### config.mk
export PLATFORM = sky130hd
export DESIGN_NAME = multicycle_control_fsm_flat
export DESIGN_NICKNAME = d
export VERILOG_FILES = /design/src/rtl/multicycle_control_fsm_if.sv /design/src/rtl/multicycle_control_fsm.sv /design/src/flat_wrapper.sv
export SDC_FILE = /design/constraint.sdc
export NUM_CORES = 1
export LEC_CHECK = 0
export BUFFER_PORTS_ARGS = -buffer_cell sky130_fd_sc_hd__buf_4
export CAP_MARGIN = 20
export CORE_UTILIZATION = 38
export CTS_CLUSTER_SIZE = 12
export DETAILED_ROUTE_END_ITERATION = 8
export GPL_TIMING_DRIVEN = 0
export PLACE_DENSITY = 0.76
export SLEW_MARGIN = 20
export SYNTH_ARGS = -nofsm -noshare
export SYNTH_HDL_FRONTEND = slang
export SYNTH_SLANG_ARGS = --single-unit
export TNS_END_PERCENT = 20
### constraint.sdc
create_clock -name clk -period 1.95 [get_ports clk]
set_clock_uncertainty 0.2 [all_clocks]
set_input_delay 0.39 -clock clk [delete_from_list [all_inputs] [get_ports clk]]
set_output_delay 0.39 -clock clk [all_outputs]
set_load 0.1 [all_outputs]
### src/rtl/multicycle_control_fsm_if.sv
// Unified-memory request handshake between the control FSM (master) and the memory (slave).
interface multicycle_control_fsm_if;
    logic mem_req;
    logic mem_we;
    logic mem_addr_sel;
    logic mem_ready;

    modport master (output mem_req, output mem_we, output mem_addr_sel, input mem_ready);
    modport slave  (input mem_req, input mem_we, input mem_addr_sel, output mem_ready);
endinterface

### src/rtl/multicycle_control_fsm.sv
// Main control FSM of the multi-cycle RV32I core: FETCH/DECODE/EXECUTE/MEM/WB sequencing.
// Optional `ILLEGAL_TRAP_EN: unknown opcodes fault instead of retiring as a NOP.
module multicycle_control_fsm #(
    parameter int MEM_WAIT_MAX = 15,
    parameter int STATE_W      = 3
) (
    input  logic                     clk,
    input  logic                     rst_n,
    multicycle_control_fsm_if.master mem,
    input  logic [31:0]              instr,
    input  logic                     branch_taken,
    output logic                     ir_we,
    output logic                     pc_we,
    output logic [1:0]               pc_src,
    output logic [1:0]               alu_a_sel,
    output logic [1:0]               alu_b_sel,
    output logic [1:0]               alu_op,
    output logic                     rf_we,
    output logic [1:0]               wb_sel,
    output logic [STATE_W-1:0]       state,
    output logic                     instr_retired,
    output logic                     halted,
    output logic                     fault
);

    typedef enum logic [2:0] {
        FETCH   = 3'd0,
        DECODE  = 3'd1,
        EXECUTE = 3'd2,
        MEM     = 3'd3,
        WB      = 3'd4,
        HALT    = 3'd5,
        FAULT   = 3'd6
    } state_t;

    localparam logic [6:0] OP_R      = 7'd51;
    localparam logic [6:0] OP_IALU   = 7'd19;
    localparam logic [6:0] OP_LOAD   = 7'd3;
    localparam logic [6:0] OP_STORE  = 7'd35;
    localparam logic [6:0] OP_LUI    = 7'd55;
    localparam logic [6:0] OP_AUIPC  = 7'd23;
    localparam logic [6:0] OP_BRANCH = 7'd99;
    localparam logic [6:0] OP_JAL    = 7'd111;
    localparam logic [6:0] OP_JALR   = 7'd103;
    localparam logic [6:0] OP_SYSTEM = 7'd115;

    localparam logic [1:0] ALU_ADD  = 2'd0;
    localparam logic [1:0] ALU_FUNC = 2'd1;
    localparam logic [1:0] ALU_BR   = 2'd2;
    localparam logic [1:0] ALU_PASS = 2'd3;

    localparam int CNT_W = (MEM_WAIT_MAX < 2) ? 1 : $clog2(MEM_WAIT_MAX + 1);
    localparam logic [CNT_W:0] WAIT_LIMIT = (CNT_W+1)'(MEM_WAIT_MAX);

    state_t           state_q;
    logic [CNT_W-1:0] wait_cnt;
    logic [6:0]       op;
    logic             mem_phase;
    logic             stall;
    logic             timeout;
    logic [CNT_W:0]   cnt_inc;
    logic             unused_instr_bits;

    assign op                = instr[6:0];
    assign unused_instr_bits = &{1'b0, instr[31:7]};
    assign state             = STATE_W'(state_q);

    function automatic logic is_known(input logic [6:0] opc);
        case (opc)
            OP_R, OP_IALU, OP_LOAD, OP_STORE, OP_LUI, OP_AUIPC,
            OP_BRANCH, OP_JAL, OP_JALR, OP_SYSTEM: is_known = 1'b1;
            default:                                is_known = 1'b0;
        endcase
    endfunction

    // A stall is counted only while a request is actually outstanding.
    assign mem_phase = (state_q == FETCH) || (state_q == MEM);
    assign stall     = mem_phase && !mem.mem_ready;
    assign cnt_inc   = {1'b0, wait_cnt} + (CNT_W+1)'(1);
    assign timeout   = (MEM_WAIT_MAX != 0) && stall && (cnt_inc == WAIT_LIMIT);

    always_ff @(posedge clk or negedge rst_n) begin
        if (!rst_n) begin
            state_q  <= FETCH;
            wait_cnt <= '0;
            halted   <= 1'b0;
            fault    <= 1'b0;
        end else begin
            wait_cnt <= (stall && !timeout) ? cnt_inc[CNT_W-1:0] : '0;
            case (state_q)
                FETCH: begin
                    if (mem.mem_ready) begin
                        state_q <= DECODE;
                    end else if (timeout) begin
                        state_q <= FAULT;
                        fault   <= 1'b1;
                    end
                end
                DECODE: begin
                    if (op == OP_SYSTEM) begin
                        state_q <= HALT;
                        halted  <= 1'b1;
                    end else if (!is_known(op)) begin
`ifdef ILLEGAL_TRAP_EN
                        state_q <= FAULT;
                        fault   <= 1'b1;
`else
                        state_q <= FETCH;
`endif
                    end else begin
                        state_q <= EXECUTE;
                    end
                end
                EXECUTE: begin
                    case (op)
                        OP_LOAD, OP_STORE: state_q <= MEM;
                        OP_BRANCH:         state_q <= FETCH;
                        default:           state_q <= WB;
                    endcase
                end
                MEM: begin
                    if (mem.mem_ready) begin
                        state_q <= (op == OP_STORE) ? FETCH : WB;
                    end else if (timeout) begin
                        state_q <= FAULT;
                        fault   <= 1'b1;
                    end
                end
                WB:          state_q <= FETCH;
                HALT, FAULT: state_q <= state_q;
                default:     state_q <= FETCH;
            endcase
        end
    end

    // Outputs are forced low while reset is held so an aborted instruction leaves no writes.
    always_comb begin
        mem.mem_req      = 1'b0;
        mem.mem_we       = 1'b0;
        mem.mem_addr_sel = 1'b0;
        ir_we            = 1'b0;
        pc_we            = 1'b0;
        pc_src           = 2'd0;
        alu_a_sel        = 2'd0;
        alu_b_sel        = 2'd0;
        alu_op           = ALU_ADD;
        rf_we            = 1'b0;
        wb_sel           = 2'd0;
        instr_retired    = 1'b0;
        if (rst_n) begin
            case (state_q)
                FETCH: begin
                    mem.mem_req = 1'b1;
                    alu_a_sel   = 2'd1;
                    alu_b_sel   = 2'd2;
                    if (mem.mem_ready) begin
                        ir_we = 1'b1;
                        pc_we = 1'b1;
                    end
                end
                DECODE: begin
`ifdef ILLEGAL_TRAP_EN
                    instr_retired = 1'b0;
`else
                    instr_retired = !is_known(op);
`endif
                end
                EXECUTE: begin
                    case (op)
                        OP_R:    alu_op = ALU_FUNC;
                        OP_IALU: begin alu_b_sel = 2'd1; alu_op = ALU_FUNC; end
                        OP_LOAD, OP_STORE: alu_b_sel = 2'd1;
                        OP_LUI:  begin alu_a_sel = 2'd3; alu_b_sel = 2'd1; alu_op = ALU_PASS; end
                        OP_AUIPC: begin alu_a_sel = 2'd2; alu_b_sel = 2'd1; end
                        OP_BRANCH: begin
                            alu_op        = ALU_BR;
                            pc_src        = 2'd1;
                            pc_we         = branch_taken;
                            instr_retired = 1'b1;
                        end
                        OP_JAL: begin
                            alu_a_sel = 2'd2;
                            alu_b_sel = 2'd1;
                            pc_we     = 1'b1;
                            pc_src    = 2'd1;
                        end
                        OP_JALR: begin
                            alu_b_sel = 2'd1;
                            pc_we     = 1'b1;
                            pc_src    = 2'd2;
                        end
                        default: ;
                    endcase
                end
                MEM: begin
                    mem.mem_req      = 1'b1;
                    mem.mem_addr_sel = 1'b1;
                    mem.mem_we       = (op == OP_STORE);
                    instr_retired    = mem.mem_ready && (op == OP_STORE);
                end
                WB: begin
                    rf_we         = 1'b1;
                    instr_retired = 1'b1;
                    if (op == OP_LOAD)                        wb_sel = 2'd1;
                    else if (op == OP_JAL || op == OP_JALR)   wb_sel = 2'd2;
                end
                default: ;
            endcase
        end
    end

endmodule

### src/flat_wrapper.sv
// flat-port wrapper written by rule: the top's interface ports become plain ports
module multicycle_control_fsm_flat 
#(
    parameter int MEM_WAIT_MAX = 15,
    parameter int STATE_W      = 3
)
  (clk, rst_n, instr, branch_taken, ir_we, pc_we, pc_src, alu_a_sel, alu_b_sel, alu_op, rf_we, wb_sel, state, instr_retired, halted, fault, mem_mem_req, mem_mem_we, mem_mem_addr_sel, mem_mem_ready);
  multicycle_control_fsm_if mem_i ();
  input  logic clk;
  input  logic rst_n;
  input  logic [31:0] instr;
  input  logic branch_taken;
  output logic ir_we;
  output logic pc_we;
  output logic [1:0] pc_src;
  output logic [1:0] alu_a_sel;
  output logic [1:0] alu_b_sel;
  output logic [1:0] alu_op;
  output logic rf_we;
  output logic [1:0] wb_sel;
  output logic [STATE_W-1:0] state;
  output logic instr_retired;
  output logic halted;
  output logic fault;
  output wire logic [$bits(mem_i.mem_req)-1:0] mem_mem_req;
  output wire logic [$bits(mem_i.mem_we)-1:0] mem_mem_we;
  output wire logic [$bits(mem_i.mem_addr_sel)-1:0] mem_mem_addr_sel;
  input wire logic [$bits(mem_i.mem_ready)-1:0] mem_mem_ready;
  assign mem_mem_req = mem_i.mem_req;
  assign mem_mem_we = mem_i.mem_we;
  assign mem_mem_addr_sel = mem_i.mem_addr_sel;
  assign mem_i.mem_ready = mem_mem_ready;
  multicycle_control_fsm #(.MEM_WAIT_MAX(MEM_WAIT_MAX), .STATE_W(STATE_W)) u_core (.clk(clk), .rst_n(rst_n), .mem(mem_i), .instr(instr), .branch_taken(branch_taken), .ir_we(ir_we), .pc_we(pc_we), .pc_src(pc_src), .alu_a_sel(alu_a_sel), .alu_b_sel(alu_b_sel), .alu_op(alu_op), .rf_we(rf_we), .wb_sel(wb_sel), .state(state), .instr_retired(instr_retired), .halted(halted), .fault(fault));
endmodule
# Yosys cells after proc, flatten, opt, wreduce, memory -nomap -nowiden
# Cells that the tools add are included.
[totals]
reg_bits = 9
inputBits = 36
elab_cells = 91
[op_classes]
addsub = 1
eq_ne = 17
muxes = 47
bitwise_logic = 1
reduce_logical = 21
[op_table]
columns = ["operator", "n"]
rows = [
  ["7-bit == test (second input constant)", 4],
  ["2-bit two-way mux", 11],
  ["7-bit by 6-bit == test with 1-bit output (second input constant)", 3],
  ["1-bit two-way mux", 20],
  ["2-bit case mux with 2 select lines", 4],
  ["3-bit two-way mux", 5],
  ["3-bit case mux with 5 select lines", 1],
  ["7-bit by 5-bit == test with 1-bit output (second input constant)", 2],
  ["2-bit OR reduction", 7],
  ["10-bit OR reduction", 1],
  ["3-bit == test (second input constant)", 3],
  ["7-bit by 2-bit == test with 1-bit output (second input constant)", 1],
  ["7-bit OR reduction", 1],
  ["3-bit by 2-bit == test with 1-bit output (second input constant)", 2],
  ["2-bit case mux with 3 select lines", 1],
  ["3-bit case mux with 2 select lines", 1],
  ["4-bit by 1-bit adder with 5-bit output (second input constant)", 1],
  ["5-bit by 4-bit == test with 1-bit output (second input constant)", 1],
  ["1-bit logical AND", 4],
  ["4-bit two-way mux", 1],
  ["1-bit case mux with 2 select lines", 2],
  ["1-bit case mux with 4 select lines", 1],
  ["3-bit by 1-bit == test with 1-bit output (second input constant)", 1],
  ["1-bit logical NOT", 3],
  ["other kinds (5)", 6],
]

# Longest topological paths before layout
# Gate-level depths: netlist of the first run.
[depth]
word_depth = 8
ltp_mapped = 5

# Least setup slack after synthesis of the first run
# OpenSTA, ideal clock, no wires.
[synth_timing]
path_type = "register to output"
from = "reg u_core.state_q[0], in the netlist u_core.state[0]"
to = "out pc_src[0]"
arrival_ns = 4.468
required_ns = 1.360
setup_slack_ns = -3.108
stages_incl_launch_ff = 4
cell_sequence = "dfrtp_1 nand2b_1 nor3_1 nor4b_1"
[synth_via]
elab_chain_cells = 3
[synth_rtl]
columns = ["item", "line_no", "text"]
rows = [
  ["start, declared", "multicycle_control_fsm.sv:55", "state_t state_q;"],
  ["start signal, assigned", "multicycle_control_fsm.sv:123", "state_q <= (op == OP_STORE) ? FETCH : WB;"],
  ["start signal, assigned", "multicycle_control_fsm.sv:130", "HALT, FAULT: state_q <= state_q;"],
  ["3-bit by 2-bit == test with 1-bit output", "multicycle_control_fsm.sv:151", "case (state_q)"],
  ["2-bit two-way mux", "multicycle_control_fsm.sv:151", ""],
  ["2-bit two-way mux", "multicycle_control_fsm.sv:150", "if (rst_n) begin"],
  ["end, declared", "flat_wrapper.sv:15", "output logic [1:0] pc_src;"],
]
# No other way between the ends.

# Worst setup path after layout of the first run
[layout_timing]
from = "reg u_core.state_q[2], in the netlist u_core.state[2]"
to = "out alu_op[1]"
[layout_via]
elab_chain_cells = 3
[layout_rtl]
columns = ["item", "line_no", "text"]
rows = [
  ["3-bit by 2-bit == test with 1-bit output", "multicycle_control_fsm.sv:151", ""],
  ["2-bit two-way mux", "multicycle_control_fsm.sv:151", ""],
  ["2-bit two-way mux", "multicycle_control_fsm.sv:150", ""],
  ["end, declared", "flat_wrapper.sv:18", "output logic [1:0] alu_op;"],
]
# No other way between the ends.

==> summary.md, run 1 <==
| Metric | Value |
|---|---|
| Average routed wire per standard cell | 21.8 µm |
| H-tree depth | 1 |
| Initial cell density of the core | 40.6% |
| Fillers | 90 |
| Area grow syn2layout | 115% |
| TritonCTS clock tree | yes |
| Share of layout cells above drive strength 1 | 57.9% |
| Vias in the first global route | 1,059 |
| Setup TNS | -5.65 ns |
| Synth cell types | 43 |
| Mapped Area | 906 µm² |
| Register area | 236 µm² |
| Die height | 50.8 µm |
| Fin crit period | 2.54 ns |
| Most common cell in the netlist | nor3_1 |
| Vias per inst | 6.39 |
| Fin. Hold Viols | 0 |
| Floorplan row count | 17 |
| Leak Pwr | 0.846 nW |
| Minimum setup slack in the final design | -0.595 ns |
| Top cell type's share of synthesized area | 24.9% |
| Diode count | 0 |
| Seq/Total Area, Yosys | 24.9% |
| Data required time at the worst endpoint | 1.36 ns |
| Drt first pass iters | 5 |
| Max Cap Viol | 0 |
| Via count | 1,317 |
| Clock Tree Buf Depth | 2 |
| Failing checks | setup timing |
| Yosys reg bits | 9 |
| Synth Instances | 120 |
| Num ports | 58 |
| Top_reg_cell synth | dfrtp_1 |
| Multi-input gate area | 885 µm² |
| Dpl hpwl | 2.01 mm |
| Top cells by count, synth | 11 x nor3_1, 9 x dfrtp_1, 8 x nand2_1 |
| Grt ovf | 0 |
| First-pass GRT wire length | 5.00 mm |
| I/O Buffers | 31 |
| Clock root cell | clkbuf_4 |
| All-Layer GR Usage | 25.8% |
| Final ANT Viol Nets | 0 |
| RD Place Congestion | 0.822 |
| Setup crit start kind | register |
| RSZ-0062 raised after global routing | true |
| Worst Setup End Kind | output port |
| Tcrit/Tclk final | 131% |
| Worst setup path class | register to output port |
| Clock Sinks | 9 |
| CP max FO | 9 |
| Clk slew on worst S/H paths | 0.06 ns |
| Setup violators final | 18 |
| Nets@finish | 217 |
| Total CTS buffers | 3 |
| PwrDens | 560 nW/µm² |
| Worst slew pin tran | 0.407 ns |
| Initial antenna violation count | 0 |
| Mapped Nets | 158 |
| Slew Limit Fails | 0 |
| Warning count from the yosys run | 0 |
| Status | finished with violations |
| Worst slack, placed | -0.707 ns |
| Largest net degree at the start of global routing | 11 |
| Clock Latency Late Sink | 0.25 ns |
| F_max | 393 MHz |
| Synth async-reset ratio | 100% |
| Worst vdd ir | 0.000562 V |
| Syn_area_per_cell | 7.55 µm² |
| Die width | 50.8 µm |
| EDFF count, synth | 0 |
| Routed WL | 4.48 mm |
| WP data arrival | 1.95 ns |
| Hold Crit Class | register to register |
| Initial DRC Count | 67 |
| Largest area contributor in the netlist | dfrtp_1 |
| Post-route DRC | 0 |
| Top cells by area, synth | dfrtp_1 25%, nor3_1 6.1%, nand2b_1 4.8% |
| Core area | 2230 µm² |
| Slew margin rel. | 72.7% |
| Die area | 2580 µm² |
-- through the flow --
stage	instance area, µm²	power [mW]	hold WS [ns]	std cells	util [%]
6_report	1950	1.09	0.264	206	87.3
4_1_cts	1610	0.977	0.262	189	72.3
2_1_floorplan	1090	0.647	-0.106	120	-
3_5_place_dp	1360	0.759	0.0417	179	60.7
3_3_place_gp	1360	0.751	0.0376	179	60.7
5_1_grt	1950	1.13	0.285	206	87.3
-- power breakdown --
part | switching (mW) | internal, mW
Sequential | 0.0335 | 0.211
Combinational | 0.443 | 0.269
Clock | 0.0565 | 0.0783
-- what timing repair did --
action / 4_1_cts / 5_1_grt
hold endpoints to repair: 9 / 0
gates resized for setup: 48 / 58
buffers inserted: 5 / 16
pin swaps: 8 / 9
cloned: 0 / 1
setup endpoints to repair: 18 / 18
hold buffers: 1 / 0
-- registers in the layout (all words and copies together) (netlist names) --
register and count:
u_core.wait_cnt 4, u_core.state 3, u_core.fault 1, u_core.halted 1
-- cell usage in the layout, fill, tap and decap left out, types with 2 or more instances in the layout --
cell type / count
or3_1: 2
nor3_1: 5
nor3_4: 6
nor2_1: 5
dfrtp_1: 6
buf_6: 7
nand2b_4: 6
buf_4: 30
nand3_1: 2
o221ai_1: 2
inv_2: 2
nor2b_1: 4
inv_1: 3
a21oi_1: 4
buf_12: 17
nand4b_1: 2
nand3_2: 2
or2_4: 2
buf_8: 4
dfrtp_4: 3
nand2_1: 6
nor4b_1: 2
o21bai_1: 2
ha_1: 2
o21ai_0: 4
xor2_1: 3
clkbuf_4: 3
or4_4: 2
a31oi_1: 2
-- per-layer routing --
metal / global-route usage (%) / wire (µm) / vias up
met5: 0 / 0 / -
met4: 6.48 / 284 / 0
met3: 2.98 / 392 / 31
met2: 44.9 / 2100 / 99
met1: 33.9 / 1710 / 624
li1: - / - / 563
-- worst max-delay path: stages, from the launching register on --
cell and delay (ns):
dfrtp_4 0.56, nand2b_4 0.19, or4_4 0.48, nor3b_4 0.26, buf_12 0.21
-- layout make-up --
class / count / area share, %
tap: 28 / 1.80
buffer: 8 / 5.26
clock buffer: 4 / 1.35
inverter: 5 / 0.962
sequential: 9 / 12.1
timing repair buffer: 54 / 33.2
multi-input combinational: 98 / 45.3
-- worst paths after layout --
| kind | startpoint | end | slack (ns) | cells after the start |
|---|---|---|---|---|
| worst max-delay path | u_core.state[2] | alu_op[1] | -0.59 | 4 |
| worst min-delay path | u_core.fault | u_core.fault | 0.26 | 1 |
| worst max register to register | u_core.wait_cnt[0] | u_core.state[0] | -0.02 | 5 |
| worst min register to register | u_core.fault | u_core.fault | 0.26 | 1 |
| max in group asynchronous | rst_n | u_core.state[2] | 0.75 | 2 |
| min in group asynchronous | rst_n | u_core.wait_cnt[3] | 0.47 | 2 |
-- logic make-up (layout without fill, tap and decap cells) --
logic type	Yosys count	count (layout)	synth area share, %
fa+ha+maj	2	2	2.76
compound gates	24	24	18.4
flops	9	9	24.9
xor+xnor	4	4	3.87
simple gates	68	68	44.1
buf+inv	13	71	6.08
Power figures use the tool's default switching activity.
==> run 2, diff against run 1 <==
Settings changed: CORE_UTILIZATION 38 to 36, CTS_BUF_LIST set to sky130_fd_sc_hd__clkbuf_16, PLACE_DENSITY 0.76 to 0.72.
==> run 2 against run 1 <==
Compared with the run above: the run still ends with setup timing left; final cell count decreased by 8.3%; worst hold slack got worse by 0.0017 ns; cell area decreased by 7.8%; sequential power decreased by 4%; combinational power decreased by 11%; critical path type unchanged; largest power group unchanged.
==> summary.md, run 2 (synthesis results as in run 1) <==
| Metric | Value |
|---|---|
| Diode count | 0 |
| Crit path from | u_core.state[1] |
| Num ports | 58 |
| Drt first pass iters | 4 |
| Worst Setup End Kind | output port |
| Grt ovf | 0 |
| Share of layout cells above drive strength 1 | 52.8% |
| TritonCTS clock tree | yes |
| Tcrit/Tclk final | 124% |
| Final ANT Viol Nets | 0 |
| Fin crit period | 2.42 ns |
| Average routed wire per standard cell | 18.4 µm |
| Register area | 236 µm² |
| Routed WL | 3.47 mm |
| Area grow syn2layout | 98.5% |
| Vias in the first global route | 1,101 |
| Vias per inst | 6.04 |
| Via count | 1,142 |
| Setup TNS | -5.09 ns |
| Total CTS buffers | 3 |
| Crit-path slowest cell | dfrtp_4 |
| Clk slew on worst S/H paths | 0.04 ns |
| Multi-input gate area | 871 µm² |
| Die width | 52.2 µm |
| P_int | 0.695 mW |
| Top reg by flops | u_core.wait_cnt |
| CP max FO | 6 |
| Most frequent cells in the layout | 18 x buf_4, 14 x buf_12, 7 x nand2_1 |
| Die height | 52.2 µm |
| Slew margin rel. | 66.2% |
| Reg power frac | 19.2% |
| Worst setup path class | register to output port |
| Core area | 2300 µm² |
| Worst reg-to-reg path cell count | 5 |
| Fin. Hold Viols | 0 |
| Post-route DRC | 0 |
| Largest register FFs | 4 |
| Combinational fraction of design power | 51.3% |
| R2R Setup Slk | 0.11 ns |
| Initial cell density of the core | 39.4% |
| First-pass GRT wire length | 4.89 mm |
| Most common cell after layout, fill and taps aside | buf_4 |
| Leak Pwr | 0.768 nW |
| Setup crit start kind | register |
| Clock root cell | clkbuf_16 |
| F_max | 413 MHz |
| Clock Tree Buf Depth | 2 |
| PwrDens | 684 nW/µm² |
| H-tree depth | 1 |
| Die area | 2720 µm² |
| Initial antenna violation count | 0 |
| Critical-path cell list | nand2b_1 > or2_2 > a31oi_2 > o31a_2 > buf_12 |
| Failing checks | setup timing |
| Clock Latency Late Sink | 0.24 ns |
| WHS | 0.263 ns |
| Slew Limit Fails | 0 |
| Minimum setup slack in the final design | -0.472 ns |
| Clock network power share | 29.5% |
| CP endpoint | instr_retired |
| Initial DRC Count | 51 |
| Worst slew pin tran | 0.499 ns |
| Largest net degree at the start of global routing | 13 |
| Setup violators final | 17 |
| RD Place Congestion | 0.827 |
| I/O Buffers | 31 |
| Reg2reg start | u_core.wait_cnt[0] |
| Fillers | 148 |
| Max Cap Viol | 0 |
| P_sw | 0.536 mW |
| All-Layer GR Usage | 25.0% |
| R2R Path End | u_core.state[0] |
| Critical path's largest stage delay | 0.52 ns |
| Dpl hpwl | 2.08 mm |
| WP data arrival | 1.83 ns |
| Floorplan row count | 17 |
| Hold Crit Class | register to register |
| Worst vdd ir | 0.000691 V |
| Clock Sinks | 9 |
| Status | finished with violations |
| Data required time at the worst endpoint | 1.36 ns |
| RSZ-0062 raised after global routing | true |
| Switching share of power | 43.5% |
| Nets@finish | 200 |
run 2: cell count changes in the layout (fill, tap and decap cells not counted), moves of 3 or more:
cell / previous run / this run
clkbuf_16: 1 / 4
buf_8: 4 / 1
buf_4: 30 / 18
buf_12: 17 / 14
run 2: through the flow:
stage | setup slack (ns) | power, mW | area (µm²) | utilization, % | instances
after floorplan | -0.919 | 0.647 | 1090 | - | 120
after global placement | -0.708 | 0.750 | 1360 | 59.0 | 179
after detailed placement | -0.699 | 0.758 | 1360 | 59.0 | 179
after CTS | -0.462 | 1.20 | 1700 | 74.1 | 187
after global routing | -0.498 | 1.27 | 1800 | 78.3 | 189
final | -0.472 | 1.23 | 1800 | 78.3 | 189
run 2: what timing repair did:
| action | in CTS | in global routing |
|---|---|---|
| gates resized for setup | 60 | 19 |
| setup buffers | 4 | 1 |
| endpoints found under the hold margin | 9 | 9 |
| setup endpoints to repair | 17 | 25 |
| pin swaps | 9 | 3 |
run 2: how the worst min path moves through the flow:
stage | end | from | depth (start not counted)
2_1_floorplan | u_core.fault | rst_n | 0
3_3_place_gp | u_core.wait_cnt[1] | rst_n | 1
3_5_place_dp | u_core.wait_cnt[0] | rst_n | 1
4_1_cts | u_core.wait_cnt[2] | rst_n | 1
5_1_grt | u_core.fault | u_core.fault | 1
6_report | u_core.fault | u_core.fault | 1
run 2: worst max-delay path, delay by kind of cell, from the launching register on:
kind	cells	cell delay (ns)
compound gates	2	0.37
flops	1	0.52
simple gates	2	0.54
buf+inv	1	0.17
run 2: routing by layer:
| layer | track usage (%) | up-vias | part of all wire, % |
|---|---|---|---|
| met5 | 0 | - | 0 |
| met4 | 12.7 | 0 | 5.4 |
| met3 | 2.05 | 19 | 5.1 |
| met2 | 46.6 | 70 | 53 |
| met1 | 28.0 | 528 | 37 |
| li1 | - | 525 | - |
run 2: power groups by stage:
stage	registers (mW)	clock network [mW]	logic, mW
detailed placement	0.241	0	0.517
global placement	0.238	0	0.511
floorplan	0.313	0	0.335
finish	0.236	0.363	0.631
CTS	0.235	0.367	0.602
global route	0.239	0.371	0.660
run 2: final cells by class:
cell class	count	area share [%]
clock buffers	3	4.18
inverters	5	1.04
flip-flops and latches	9	13.2
multi-input cells	98	48.4
well taps	28	1.95
plain buffers	8	4.66
repair buffers	37	26.4
clock inverters	1	0.209
==> run 3, diff against run 2 <==
Settings changed: SETUP_SLACK_MARGIN set to 0.5.
==> run 3 against run 2 <==
Compared with the run above: the flow still finishes with violations (setup timing); worst setup slack lost 0.078 ns; via count grew 1.7%; register-to-register slack got worse by 0.02 ns; worst hold slack got worse by 0.0050 ns; wire length grew 3.5%; largest cell class unchanged.
==> summary.md, run 3 (synthesis results as in run 1) <==
| Metric | Value |
|---|---|
| Share of layout cells above drive strength 1 | 57.0% |
| Worst slew pin tran | 0.445 ns |
| RD Place Congestion | 0.829 |
| Largest register FFs | 4 |
| Dpl hpwl | 2.10 mm |
| Die area | 2720 µm² |
| First-pass GRT wire length | 4.83 mm |
| Setup crit start kind | register |
| All-Layer GR Usage | 24.6% |
| WP data arrival | 1.91 ns |
| Slew margin rel. | 70.3% |
| Average routed wire per standard cell | 18.6 µm |
| Worst setup path class | register to output port |
| Largest net degree at the start of global routing | 11 |
| Post-route DRC | 0 |
| Initial antenna violation count | 0 |
| Die width | 52.2 µm |
| Area grow syn2layout | 108% |
| Tcrit/Tclk final | 128% |
| Fin crit period | 2.50 ns |
| CP max FO | 3 |
| WHS | 0.258 ns |
| Critical-path cell list | nand2b_4 > or4_4 > nor3b_4 > buf_12 |
| Top reg by flops | u_core.wait_cnt |
| F_max | 400 MHz |
| WP buf/inv | 1 |
| Failing checks | setup timing |
| PwrDens | 684 nW/µm² |
| Setup violators final | 17 |
| I/O Buffers | 31 |
| Via count | 1,161 |
| Drt first pass iters | 4 |
| Clock Tree Buf Depth | 2 |
| Initial cell density of the core | 39.4% |
| Initial DRC Count | 30 |
| Final ANT Viol Nets | 0 |
| Total CTS buffers | 3 |
| Hold Crit Class | input port to register |
| Register area | 236 µm² |
| Num ports | 58 |
| Diode count | 0 |
| Floorplan row count | 17 |
| Crit-path slowest cell | or4_4 |
| Clock Sinks | 9 |
| Fin. Hold Viols | 0 |
| Multi-input gate area | 900 µm² |
| Most frequent cells in the layout | 19 x buf_4, 14 x buf_12, 9 x buf_6 |
| RSZ-0062 raised after global routing | true |
| CP delay by family, top | simple AND/OR/NAND/NOR gates |
| Status | finished with violations |
| Critical path's largest stage delay | 0.60 ns |
| Minimum setup slack in the final design | -0.551 ns |
| Slew Limit Fails | 0 |
| TritonCTS clock tree | yes |
| H-tree depth | 1 |
| Worst vdd ir | 0.000980 V |
| Worst slack, placed | -0.710 ns |
| Leak Pwr | 0.790 nW |
| Nets@finish | 204 |
| Routed WL | 3.59 mm |
| Most common cell after layout, fill and taps aside | buf_4 |
| Core area | 2300 µm² |
| Clock root cell | clkbuf_16 |
| DP Area | 1360 µm² |
| Vias in the first global route | 1,043 |
| Clock Latency Late Sink | 0.24 ns |
| Final instance area | 1880 µm² |
| Die height | 52.2 µm |
| Clk slew on worst S/H paths | 0.04 ns |
| Grt ovf | 0 |
| Fillers | 124 |
| Vias per inst | 6.02 |
| Worst Setup End Kind | output port |
| Data required time at the worst endpoint | 1.36 ns |
| Max Cap Viol | 0 |
## run 3: changes by cell type in the layout (fill, tap and decap cells not counted), sizes merged
cell / previous run / this run
buf: 40 / 45
clkbuf: 7 / 6
## run 3: what timing repair did
| action | in CTS | in global routing |
|---|---|---|
| buffers inserted | 4 | 5 |
| resized for setup | 54 | 41 |
| pin swaps | 11 | 9 |
| gates cloned | 0 | 0 |
| endpoints found under the hold margin | 9 | 0 |
| endpoints found under the setup margin | 31 | 29 |
| hold buffers | 1 | 0 |
## run 3: where the power goes
part	internal (mW)	total [mW]	switching (mW)
Sequential	0.212	0.239	0.0265
Clock	0.268	0.362	0.0933
Combinational	0.256	0.688	0.432
Total	0.736	1.29	0.552
## run 3: per-stage QoR
stage	power [mW]	utilization, %	std cells	TNS (ns)
floorplan	0.647	-	120	-11.01
global placement	0.750	59.0	179	-5.35
detailed placement	0.760	59.0	179	-5.43
CTS	1.22	72.8	188	-5.79
global route	1.34	81.9	193	-6.87
finish	1.29	81.9	193	-6.19
## run 3: metal layers
metal  vias up  track usage [%]  part of all wire, %
met5         -                0                    0
met2        60             42.3                   54
met1       562             27.6                   39
met4         0             11.0                  1.6
met3         6             7.60                  5.8
li1        533                -                    -
## run 3: worst paths after layout
kind                                 endpoint       startpoint  slack, ns  cells past startpoint
min in group asynchronous  u_core.wait_cnt[2]            rst_n       0.50                      2
hold / removal                u_core.state[0]    mem_mem_ready       0.26                      2
max in group asynchronous     u_core.state[1]            rst_n       0.70                      2
setup reg to reg           u_core.wait_cnt[2]  u_core.state[0]       0.09                      5
hold reg to reg                  u_core.fault     u_core.fault       0.29                      1
setup / recovery                    alu_op[1]  u_core.state[0]      -0.55                      4
## run 3: cell type report
cell class	count	share of cell area, %
multi-input combinational	98	47.8
clock buffer	3	3.99
clock inverter	1	0.199
buffer	8	4.79
tap	28	1.86
sequential	9	12.6
timing repair buffer	41	27.8
inverter	5	0.997
